$ cat src/rtl/branch_issue_queue.sv
// Circular FIFO between the B-format decoder and the branch unit, with decoder back-pressure.
// Define BRANCH_ISSUE_QUEUE_FLUSH_EN to make flush_i discard all pending entries.
module branch_issue_queue #(
   parameter int unsigned addressWidth            = 64,
   parameter int unsigned opcodeSize              = 6,
   parameter int unsigned instructionCounterWidth = 64,
   parameter int unsigned instMinIdWidth          = 7,
   parameter int unsigned PidSize                 = 20,
   parameter int unsigned TidSize                 = 16,
   parameter int unsigned bodySize                = 26,
   parameter int unsigned queueDepth              = 4
) (
   input  logic                               clock_i,
   input  logic                               reset_i,
   input  logic                               enable_i,
   input  logic [opcodeSize-1:0]              instructionOpcode_i,
   input  logic [addressWidth-1:0]            instructionAddress_i,
   input  logic [instructionCounterWidth:0]   instMajId_i,
   input  logic [instMinIdWidth-1:0]          instMinId_i,
   input  logic                               is64Bit_i,
   input  logic [PidSize-1:0]                 instPid_i,
   input  logic [TidSize-1:0]                 instTid_i,
   input  logic [bodySize-1:0]                instructionBody_i,
   input  logic                               flush_i,
   input  logic                               deq_i,
   output logic                               stall_o,
   output logic                               valid_o,
   output logic [opcodeSize-1:0]              instructionOpcode_o,
   output logic [addressWidth-1:0]            instructionAddress_o,
   output logic [instructionCounterWidth:0]   instMajId_o,
   output logic [instMinIdWidth-1:0]          instMinId_o,
   output logic                               is64Bit_o,
   output logic [PidSize-1:0]                 instPid_o,
   output logic [TidSize-1:0]                 instTid_o,
   output logic [bodySize-1:0]                instructionBody_o,
   output logic [$clog2(queueDepth):0]        count_o,
   output logic                               overflow_o
);

   localparam int unsigned PtrW   = $clog2(queueDepth);
   localparam int unsigned CntW   = PtrW + 1;
   localparam int unsigned EntryW = opcodeSize + addressWidth + instructionCounterWidth + 1 +
                                    instMinIdWidth + 1 + PidSize + TidSize + bodySize;

   logic [EntryW-1:0] r_array [queueDepth];
   logic [PtrW-1:0]   r_rd_ptr;
   logic [PtrW-1:0]   r_wr_ptr;
   logic [CntW-1:0]   r_count;
   logic              r_overflow;

   logic              w_flush;
   logic              w_full;
   logic              w_deq;
   logic              w_enq;
   logic              w_drop;
   logic [EntryW-1:0] w_wr_entry;
   logic [EntryW-1:0] w_rd_entry;

`ifdef BRANCH_ISSUE_QUEUE_FLUSH_EN
   assign w_flush = flush_i;
`else
   // Port kept for a stable instantiation; masked so it never affects state.
   assign w_flush = flush_i & 1'b0;
`endif

   assign w_full = (r_count == CntW'(queueDepth));
   assign w_deq  = deq_i && (r_count != '0);
   // A deq in the same cycle frees the slot, so a write while full is still accepted.
   assign w_enq  = enable_i && (!w_full || w_deq);
   assign w_drop = enable_i && w_full && !w_deq;

   assign w_wr_entry = {instructionOpcode_i, instructionAddress_i, instMajId_i, instMinId_i,
                        is64Bit_i, instPid_i, instTid_i, instructionBody_i};
   assign w_rd_entry = r_array[r_rd_ptr];

   assign {instructionOpcode_o, instructionAddress_o, instMajId_o, instMinId_o,
           is64Bit_o, instPid_o, instTid_o, instructionBody_o} = w_rd_entry;

   assign valid_o    = (r_count != '0);
   assign stall_o    = (r_count >= CntW'(queueDepth - 1));
   assign count_o    = r_count;
   assign overflow_o = r_overflow;

   always_ff @(posedge clock_i) begin
      if (reset_i) begin
         r_rd_ptr   <= '0;
         r_wr_ptr   <= '0;
         r_count    <= '0;
         r_overflow <= 1'b0;
      end else if (w_flush) begin
         r_rd_ptr <= '0;
         r_wr_ptr <= '0;
         r_count  <= '0;
      end else begin
         if (w_enq) r_wr_ptr <= r_wr_ptr + PtrW'(1);
         if (w_deq) r_rd_ptr <= r_rd_ptr + PtrW'(1);
         r_count <= r_count + CntW'(w_enq) - CntW'(w_deq);
         if (w_drop) r_overflow <= 1'b1;
      end
   end

   // Storage has no reset; stale contents are hidden by count.
   always_ff @(posedge clock_i) begin
      if (!reset_i && !w_flush && w_enq) r_array[r_wr_ptr] <= w_wr_entry;
   end

endmodule
$ cat config.mk
export PLATFORM = sky130hd
export DESIGN_NAME = branch_issue_queue
export DESIGN_NICKNAME = d
export VERILOG_FILES = /design/src/rtl/branch_issue_queue.sv
export SDC_FILE = /design/constraint.sdc
export NUM_CORES = 1
export LEC_CHECK = 0
export CELL_PAD_IN_SITES_DETAIL_PLACEMENT = 1
export CELL_PAD_IN_SITES_GLOBAL_PLACEMENT = 1
export CORE_MARGIN = 1.5
export CORE_UTILIZATION = 52
export DETAILED_ROUTE_END_ITERATION = 8
export PLACE_DENSITY_LB_ADDON = 0.1
export SLEW_MARGIN = 20
export SYNTH_ARGS = -nofsm -noshare
export SYNTH_HDL_FRONTEND = slang
export SYNTH_SLANG_ARGS = --single-unit
$ cat constraint.sdc
create_clock -name clock_i -period 64.3 [get_ports clock_i]
set_input_delay 12.86 -clock clock_i [delete_from_list [all_inputs] [get_ports clock_i]]
set_output_delay 12.86 -clock clock_i [all_outputs]
set_load 0.05 [all_outputs]
==> flow_summary.yaml <==
grt:
  antenna_found_initial: 15
  grt_first_pass_wirelength_mm: 97.1
  grt_max_degree: 132
  grtUsageTotal_pct: 22.3
  overflow: 0
  grt_pass1_vias: 14962
timing:
  rsz0062_at_grt: "false"
  setup_viol: 0
  finalSetupTns_ps: 0
  max_freq_ghz: 0.0566
  fin_crit_sh_pct: 27.5
  slew_violations: 0
  relSlewSlack_pct: 28.1
  hold_viol_final: 0
  finClkSkew_ps: 20.9
  period_minus_slack_ps: 17660
  worst_pin_slew_ps: 1080
clock_network:
  post_cts_resized: 0
  postCtsSetupBuffers: 0
  path_clk_slew_ps: 60
  cts_tree: "yes"
  cts_buffers: 85
  clockBufferDepth: 3
  cts_hold_buf: 0
  cts_max_level: 3
  ctsRootBufferMaster: "clkbuf_16"
  clk_latency_ps: 630
  cts.sinks: 830
yosys:
  synth_warnings: 0
  synthFlopType: "edfxtp_1"
  synth-edff-count: 820
  synth_nets: 1343
  ys_async_sr_fraction_pct: 0
  ys_ff_latch: 830
  synthCells: 1125
  syn_area_mm2: 0.0302
  syn_area_per_cell_um2: 26.8
  yosysSeqAreaShare_pct: 82.2
  synthDistinctLibCells: 26
critical_path:
  cp_top_family: "buffers and inverters"
  crit_type: "flop to primary output"
  cp-start-kind: "flop"
  worstPathArrival_ps: 4800
  end_kind: "primary output"
  slowest_delay_ps: 920
  reg2reg_depth: 6
  ff2ff_setup_slack_ps: 61170
  r2r_start: "count_o[0]"
  path_buf_inv: 4
  crit_chain: "buf_4 > buf_6 > buf_4 > mux4_2 > clkdlybuf4s50_1"
  r2r-end: "r_array[1][133]"
  cpMaxStageDelayCell: "clkdlybuf4s50_1"
  cp.required_ps: 51440
  crit_fanout: 71
  crit_top_cell: "buf_4"
routing:
  routedWlPerCell_um: 26.8
  drtIter0Drc: 780
  vias: 13699
  viasPerCell: 5.61
  drc: 0
  highest_layer: "met5"
  firstDrtPassIters: 4
  drt-met1-wl_mm: 25.7
  wl_met3_mm: 5.01
  ant_nets: 0
  wirelength_mm: 65.4
  met2_length_mm: 33.2
cells_and_area:
  nets: 1820
  fin_util_pct: 65.8
  final_cell_mix: "edfxtp_1 (820), clkdlybuf4s50_1 (419), mux4_2 (180)"
  drive_above_1_share_pct: 19.2
  layout_commonest_cell: "edfxtp_1"
  seq_area_mm2: 0.0248
  syn_to_final_growth_pct: 25.4
  multiInputGateArea_mm2: 0.00502
  fill_cells: 4442
pwr:
  p_leak_nw: 11.9
  peakVddDrop_uv: 30.0
  cellPowerDensity_mw_per_mm2: 40.5
place:
  gp_congestion: 0.714
  dp_hpwl_mm: 38.9
  port_buffers: 419
worst_hold_path:
  min_to: "overflow_o"
  min_from: "overflow_o"
  hold_path.class: "flop to flop"
  hold_depth: 2
run_status:
  status: "finished clean"
die:
  coreArea_mm2: 0.0576
  dieArea_mm2: 0.0595
  start_util_pct: 52.4
  row_count: 88
  die_y_um: 244
  die_w_um: 244
  pin_count: 421
flow_run:
  cap_violations: 0
[power by group]
group          switching, mW  total, mW  internal, mW
Combinational          0.270      0.435         0.164
Clock                  0.199      0.464         0.265
Sequential            0.0137      0.634         0.621
Total                  0.483       1.53          1.05
[cell usage after synthesis (2+ instances only)]
cell,instances,area (um2)
clkbuf_1,7,26.3
nor2_1,7,26.3
edfxtp_1,820,24600
xnor2_1,2,17.5
mux4_1,25,657
dfxtp_1,10,200
nor3b_1,4,30.0
buf_8,2,30.0
buf_2,22,110
inv_1,7,26.3
ha_1,7,87.6
buf_6,16,180
nand2b_1,2,12.5
mux4_2,180,4050
nor2b_1,3,18.8
[per-layer routing]
| metal | track usage (%) | vias to the layer above |
|---|---|---|
| met5 | 0 | - |
| met4 | 6.35 | 18 |
| met3 | 7.44 | 110 |
| met2 | 36.5 | 390 |
| met1 | 28.8 | 7295 |
| li1 | - | 5886 |
[flip-flops by register name, indices dropped and copies added, names as in the netlist, named ones only]
register	flops
overflow_o	1
r_wr_ptr	2
count_o	3
r_rd_ptr	2
r_array	820
[logic make-up after synthesis]
| group | after synthesis | synth area share, % |
|---|---|---|
| xor gates and xnor gates | 3 | 0.0870 |
| DFF | 830 | 82.2 |
| and+or+nand+nor | 19 | 0.352 |
| buffers and inverters | 54 | 1.23 |
| AOI/OAI and AO/OA | 4 | 0.0911 |
| adders and majority gates | 8 | 0.356 |
| muxes | 207 | 15.7 |
[metrics by stage]
step | worst slack (ps) | power (mW) | instance area [um2] | hold WS (ps) | cells
finish | 46640 | 1.53 | 37900 | 496 | 2440
global route | 46360 | 1.58 | 37900 | 546 | 2437
CTS | 46480 | 1.55 | 37900 | 498 | 2434
detailed placement | 47150 | 1.09 | 35200 | 469 | 2280
global placement | 46750 | 1.08 | 35200 | 463 | 2280
floorplan | 35130 | 0.956 | 30200 | 481 | 1125
[worst min-delay path, cell delays in order (launching register included)]
cell and delay, ps:
dfxtp_1 330, a21oi_1 50, nor2_1 80
[layout make-up]
| class | instances | share of cell area, % |
|---|---|---|
| antenna | 6 | 0.0396 |
| clock buffer | 103 | 5.82 |
| clock inverter | 51 | 1.12 |
| inverter | 7 | 0.0694 |
| multi-input combinational | 241 | 13.3 |
| sequential | 830 | 65.6 |
| tap | 765 | 2.53 |
| timing repair buffer | 437 | 11.6 |
[worst max path at each step]
stage                     startpoint               to  slack [ps]  cells past startpoint
after floorplan                deq_i    r_array[1][0]       35130                      4
after global placement          flop  instMajId_o[52]       46750                      5
after detailed placement        flop  instMajId_o[52]       47150                      5
after CTS                       flop  instMajId_o[52]       46480                      5
after global routing            flop  instMajId_o[52]       46360                      5
final                           flop  instMajId_o[52]       46640                      5
Power figures use the tool's default switching activity.
